**src/rtl/wb_port_arb.sv**
```systemverilog
// Register-file write-port arbiter: the pipeline writeback has priority, and buffered
// long-latency returns fill the idle slots. It also keeps a pending scoreboard for ID hazards.
module wb_port_arb #(
   parameter int DATA_W     = 17,
   parameter int ADDR_W     = 4,
   parameter int DEPTH      = 2,
   parameter int STARVE_LIM = 4
) (
   input  logic              clk,
   input  logic              rst,
   input  logic              we_DM_WB,
   input  logic [ADDR_W-1:0] dst_addr_DM_WB,
   input  logic [DATA_W-1:0] rf_w_data_DM_WB,
   input  logic              ext_vld,
   input  logic [ADDR_W-1:0] ext_addr,
   input  logic [DATA_W-1:0] ext_data,
   output logic              ext_rdy,
   input  logic              issue_vld,
   input  logic [ADDR_W-1:0] issue_addr,
   input  logic [ADDR_W-1:0] chk_addr1,
   input  logic [ADDR_W-1:0] chk_addr2,
   output logic              hazard,
   output logic              starve_req,
   output logic              rf_we,
   output logic [ADDR_W-1:0] rf_dst_addr,
   output logic [DATA_W-1:0] rf_w_data
);

   localparam int PTR_W = $clog2(DEPTH);
   localparam int NREG  = 1 << ADDR_W;

   typedef struct packed {
      logic [ADDR_W-1:0] addr;
      logic [DATA_W-1:0] data;
   } ret_t;

   ret_t              buf_mem [DEPTH];
   logic [PTR_W-1:0]  wr_ptr, rd_ptr;
   logic [PTR_W:0]    count;
   logic [NREG-1:0]   pending, pending_nxt;
   logic [3:0]        starve_cnt;

   logic full, empty, push, pop;
   ret_t head;

   assign full  = (count == (PTR_W+1)'(DEPTH));
   assign empty = (count == '0);
   assign head  = buf_mem[rd_ptr];

   // No pop-through credit: a full buffer stays not-ready for the whole cycle.
   assign ext_rdy = !full && !rst;
   assign push    = ext_vld && ext_rdy;
   assign pop     = !rst && !we_DM_WB && !empty;

   always_comb begin
      // NOTE: every always_comb output gets a default first so no latch is inferred.
      rf_we       = 1'b0;
      rf_dst_addr = dst_addr_DM_WB;
      rf_w_data   = rf_w_data_DM_WB;
      if (!rst) begin
         if (we_DM_WB) begin
            rf_we = 1'b1;
         end else if (!empty) begin
            rf_we       = (head.addr != '0);
            rf_dst_addr = head.addr;
            rf_w_data   = head.data;
         end
      end
   end

   // NOTE: the storage array has no reset; validity is tracked by count and the pointers.
   always_ff @(posedge clk) begin
      if (push) buf_mem[wr_ptr] <= '{addr: ext_addr, data: ext_data};
   end

   always_ff @(posedge clk) begin
      // NOTE: sequential state uses non-blocking assignments only.
      if (rst) begin
         wr_ptr <= '0;
         rd_ptr <= '0;
         count  <= '0;
      end else begin
         if (push) wr_ptr <= wr_ptr + 1'b1;
         if (pop)  rd_ptr <= rd_ptr + 1'b1;
         case ({push, pop})
            2'b10:   count <= count + 1'b1;
            2'b01:   count <= count - 1'b1;
            default: count <= count;
         endcase
      end
   end

   // Clear on commit first, then set, so a same-cycle issue to the same register wins.
   always_comb begin
      pending_nxt = pending;
      if (pop && head.addr != '0) pending_nxt[head.addr] = 1'b0;
      if (issue_vld && issue_addr != '0) pending_nxt[issue_addr] = 1'b1;
   end

   always_ff @(posedge clk) begin
      if (rst) pending <= '0;
      else     pending <= pending_nxt;
   end

   assign hazard = (chk_addr1 != '0 && pending[chk_addr1]) ||
                   (chk_addr2 != '0 && pending[chk_addr2]);

   always_ff @(posedge clk) begin
      if (rst) begin
         starve_cnt <= '0;
         starve_req <= 1'b0;
      end else if (pop) begin
         starve_cnt <= '0;
         starve_req <= 1'b0;
      end else begin
         if (!empty && we_DM_WB && starve_cnt != 4'hF) starve_cnt <= starve_cnt + 1'b1;
         starve_req <= (starve_cnt >= 4'(STARVE_LIM));
      end
   end

endmodule

```
**config.mk**
```make
export PLATFORM = sky130hd
export DESIGN_NAME = wb_port_arb
export DESIGN_NICKNAME = d
export VERILOG_FILES = /design/src/rtl/wb_port_arb.sv
export SDC_FILE = /design/constraint.sdc
export NUM_CORES = 1
export LEC_CHECK = 0
export ABC_AREA = 0
export BUFFER_PORTS_ARGS = -buffer_cell sky130_fd_sc_hd__buf_2
export CELL_PAD_IN_SITES_DETAIL_PLACEMENT = 1
export CELL_PAD_IN_SITES_GLOBAL_PLACEMENT = 1
export CORE_MARGIN = 2
export CORE_UTILIZATION = 43
export CTS_CLUSTER_DIAMETER = 200
export DETAILED_ROUTE_END_ITERATION = 8
export PLACE_DENSITY_LB_ADDON = 0.1
export SKIP_CTS_REPAIR_TIMING = 1
export SYNTH_ARGS = -nofsm -noshare
export SYNTH_HDL_FRONTEND = slang
export SYNTH_SLANG_ARGS = --single-unit
```
**constraint.sdc**
```tcl
create_clock -name clk -period 6.75 [get_ports clk]
set_input_delay 1.35 -clock clk [delete_from_list [all_inputs] [get_ports clk]]
set_output_delay 1.35 -clock clk [all_outputs]
set_load 0.03 [all_outputs]
```
# Word level (Yosys, flattened, before mapping)
# Memory sizes are Yosys's and may differ from the RTL's. A register that Yosys moved wholly into a read port is not among the register bits.
# Cells that the tools add are included.
[totals]
register_bits = 25
mem_bits_rw = 42
inputBits = 59
output_inout_bits = 25
word_cells = 74
mem_count = 1
[memory_table]
columns = ["name", "words", "width", "rd", "rd_clocked_by_memory_dff", "wr", "line_no", "rtl"]
rows = [
  ["buf_mem", 2, 21, 1, 1, 1, "37", "ret_t buf_mem [DEPTH];"],
]
[classes]
n_addsub = 5
order_cmp = 7
eq_ne = 4
muxes = 24
bitwise_logic = 3
reduce_logical = 24
[ops]
columns = ["cell", "n"]
rows = [
  ["two-way mux 17 bit", 3],
  ["two-way mux 16 bit", 2],
  ["less-than comparator 4 x 5 -> 1 bit, second input constant", 4],
  ["AND 16 bit", 1],
  ["inverter 16 bit", 1],
  ["bitwise OR 16 bit", 1],
  ["nonzero test 4 bit", 4],
  ["logical AND 1 bit", 12],
  ["two-way mux 4 bit", 3],
  ["two-way mux 1 bit", 11],
  ["binary-select mux 1 bit (select 4 bit)", 2],
  ["demux 1 bit (select 4 bit)", 2],
  ["greater-or-equal comparator 4 x 1 -> 1 bit, second input constant", 2],
  ["adder 4 x 1 -> 4 bit, second input constant", 1],
  ["== test 2 bit, second input constant", 2],
  ["greater-or-equal comparator 4 x 3 -> 1 bit, second input constant", 1],
  ["zero test 1 bit", 4],
  ["inequality test 4 bit, second input constant", 1],
  ["case mux 2 bit (2 select lines)", 1],
  ["adder 1 bit, second input constant", 2],
  ["adder 2 x 1 -> 2 bit, second input constant", 1],
  ["== test 2 x 1 -> 1 bit, second input constant", 1],
  ["zero test 2 bit", 1],
  ["nonzero test 2 bit", 1],
  ["other kinds (3)", 3],
]

# Logic depth before layout (Yosys ltp)
[depth]
word_depth = 9
ltp_mapped = 9
ltp_nobuf = 6

# Worst setup path after synthesis
# Ideal clock, no wire load.
[synth_timing]
path_kind = "input -> output"
from = "input port rst"
to = "output port rf_dst_addr[1]"
t_arrival_ns = 2.623
required_ns = 5.400
slack_ns = 2.777
path_stages = 7
path_buffers = 3
cell_sequence = "buf_2 inv_1 and2_1 buf_2 buf_2 nor2_1 a21oi_1"
[synth_via]
elab_chain_len = 1
[synth_lines]
columns = ["element", "line_no", "rtl"]
rows = [
  ["from (decl)", "10", "input logic rst,"],
  ["two-way mux 4 bit", "60", "if (!rst) begin"],
  ["to (decl)", "25", "output logic [ADDR_W-1:0] rf_dst_addr,"],
]
# No other way between the ends.

# Worst setup path after layout
[layout_timing]
from = "input port rst"
to = "output port rf_w_data[5]"
[layout_via]
elab_chain_len = 1
[layout_lines]
columns = ["element", "line_no", "rtl"]
rows = [
  ["two-way mux 17 bit", "60", ""],
  ["to (decl)", "26", "output logic [DATA_W-1:0] rf_w_data"],
]
# No other way between the ends.

==> impl_metrics.toml <==
[final_layout]
final_cell_area_mm2 = 0.003849
layout.nets = 434
postLayoutCoreUtil_pct = 53.64
diodes = 0
synthToLayoutAreaGrowth_pct = 21.58
drive_gt1_share_pct = 29.63

[worst_setup_path]
r2r_setup_slack_ns = 4.48
required_ns = 5.40
crit_path_end_kind = "output pin"
crit_arrival_ns = 2.92
worstSetupPathType = "primary input to output pin"
start_kind = "primary input"
crit_path_max_fanout = 43

[placement]
portBuffers = 83
routabilityCongestion = 0.7916
dpl_worst_slack_ns = 2.507
hpwl_mm = 5.415
placed_area_mm2 = 0.003657

[synth]
syn_nets = 352
synth_seq_cells = 67
synth-async-reset-ratio_pct = 0
synth_area_leaders = "edfxtp_1, dfxtp_1, mux2i_1"
avgSynthCellArea_um2 = 10.88
synth.largest_area_cell = "edfxtp_1"
yosys.area.top_type_share_pct = 39.84
seq_area_frac_synth_pct = 55.65
synth_edf_count = 42
synth_warnings = 0
synth_ff_type = "edfxtp_1"
ys_types = 41
syn_inst = 291
syn_area_mm2 = 0.003166

[timing]
relSlewSlack_pct = 27.04
setup_slack_ns = 2.475
finClkSkew_ns = 0.009103
worst_pin_slew_ns = 1.093
hold_violations = 0
slew_violations = 0
min_period_ns = 4.275
timing.fmax_ghz = 0.2339
period_share_pct = 63.33
rsz0062_at_grt = "no"
fin_setup_tns_ns = 0
setup_violations = 0

[route]
wl_mm = 7.468
route.detailed.drc = 0
detail-route-antenna-nets = 0
drt-initial-drc-count = 102
firstDrtPassIters = 4
routedWlPerCell_um = 15.66
via_per_inst = 5.291
vias = 2524

[cts]
clkSinkCount = 67
root_buffer = "clkbuf_8"
clk_latency_ns = 0.33
cts_max_level = 3
clockBufferDepth = 2
cts_buffers = 9
cts.reportedPaths.clkPinSlew_ns = 0.07
cts_tree = "yes"

[job]
drv_cap = 0

[pwr]
power.density_mw_per_mm2 = 248.4
max-vdd-ir-drop_mv = 0.1296
finalPower_w = 0.0009561
p_leak_nw = 1.449

[global_route]
overflow = 0
grt_pass1_vias = 2542
grt_max_degree = 44
grt_first_pass_wirelength_mm = 12.42
grt_usage_pct = 19.18
antenna_found_initial = 0

[floorplan]
io_pins = 84
die_w_um = 89.80
start_util_pct = 44.12
die_h_um = 89.80
coreArea_mm2 = 0.007176
dieArea_mm2 = 0.008064
fp-row-count = 31

[run_status]
outcome = "finished, final reports clean"

[worst_hold_path]
hp-class = "flip-flop to flip-flop"
through the flow:
step / cells / hold slack (ns)
6_report: 477 / 0.5018
2_1_floorplan: 291 / 0.4590
3_3_place_gp: 461 / 0.4812
5_1_grt: 477 / 0.5300
4_1_cts: 477 / 0.5017
3_5_place_dp: 461 / 0.4921
Yosys cell counts, types with 4 or more instances:
cell       n
nand3_1    5
o211ai_1   6
inv_1      8
a21oi_1   38
buf_2     10
nor3b_1    5
o21ai_0   19
nand2_1   16
mux2_2     4
edfxtp_1  42
and3b_1    5
mux2i_1   23
a31oi_1    4
xnor2_1    5
nor2_1    36
nor3_1     6
dfxtp_1   25
final timing paths:
check / from / to / depth (start not counted)
setup / recovery: rst / rf_w_data[5] / 7
hold reg to reg: pending[10] / pending[10] / 2
hold / removal: pending[10] / pending[10] / 2
setup reg to reg: count[0] / count[1] / 6
placed cells by master, fill, tap and decap left out, types with 3 or more instances in the layout:
master    netlist  routed
buf_2          10      83
edfxtp_1       42      42
a21oi_1        38      38
nor2_1         36      34
dfxtp_1        25      24
mux2i_1        23      23
o21ai_0        19      19
nand2_1        16      16
clkbuf_8        0       9
inv_1           8       8
o211ai_1        6       6
nor3_1          6       6
nor3b_1         5       5
and3b_1         5       5
nand3_1         5       5
xnor2_1         5       5
a31oi_1         4       4
mux2_2          4       4
mux4_2          3       3
a221oi_1        3       3
o22ai_1         3       3
critical path, cell delays in order:
cell and delay [ns]:
buf_2 0.40, inv_1 0.26, and2_1 0.20, buf_4 0.25, nor2_1 0.17, a21oi_1 0.07
buf_2 0.21
cell type report:
type / instances / area, um2
clock buffers: 9 / 123.9
clock inverters: 7 / 67.56
fillers: 822 / 3327
inverters: 8 / 30.03
multi-input cells: 203 / 1318
flip-flops and latches: 67 / 1763
well taps: 99 / 123.9
repair buffers: 84 / 422.9
power breakdown:
group	switching, W	leakage [nW]	total, W	internal, W
logic	0.0000952	0.768	0.000158	0.0000623
registers	0.0000214	0.589	0.000476	0.000454
clock network	0.000154	0.0931	0.000323	0.000169
sequential cells by signal (all words and copies together), names as in the netlist, named ones only:
| signal | count |
|---|---|
| wr_ptr | 1 |
| buf_mem | 42 |
| starve_cnt | 4 |
| pending | 15 |
| starve_req | 1 |
| rd_ptr | 1 |
| count | 2 |
routing by layer:
metal / GRT usage [%] / part of all wire (%) / up-vias
met5: 0 / 0 / -
met4: 4.744 / 0.64 / 0
met3: 5.029 / 4.4 / 4
met2: 31.69 / 50 / 61
met1: 25.43 / 45 / 1212
li1: - / - / 1247
cell families after synthesis:
family	Yosys count	share of synthesized area, %
mux	31	11.66
flops	67	55.65
simple gates	83	12.57
fa+ha+maj	2	0.7904
compound gates	81	14.78
buf+inv	21	2.885
xor+xnor	6	1.660
Note: power is estimated with default switching activity, not from simulation.
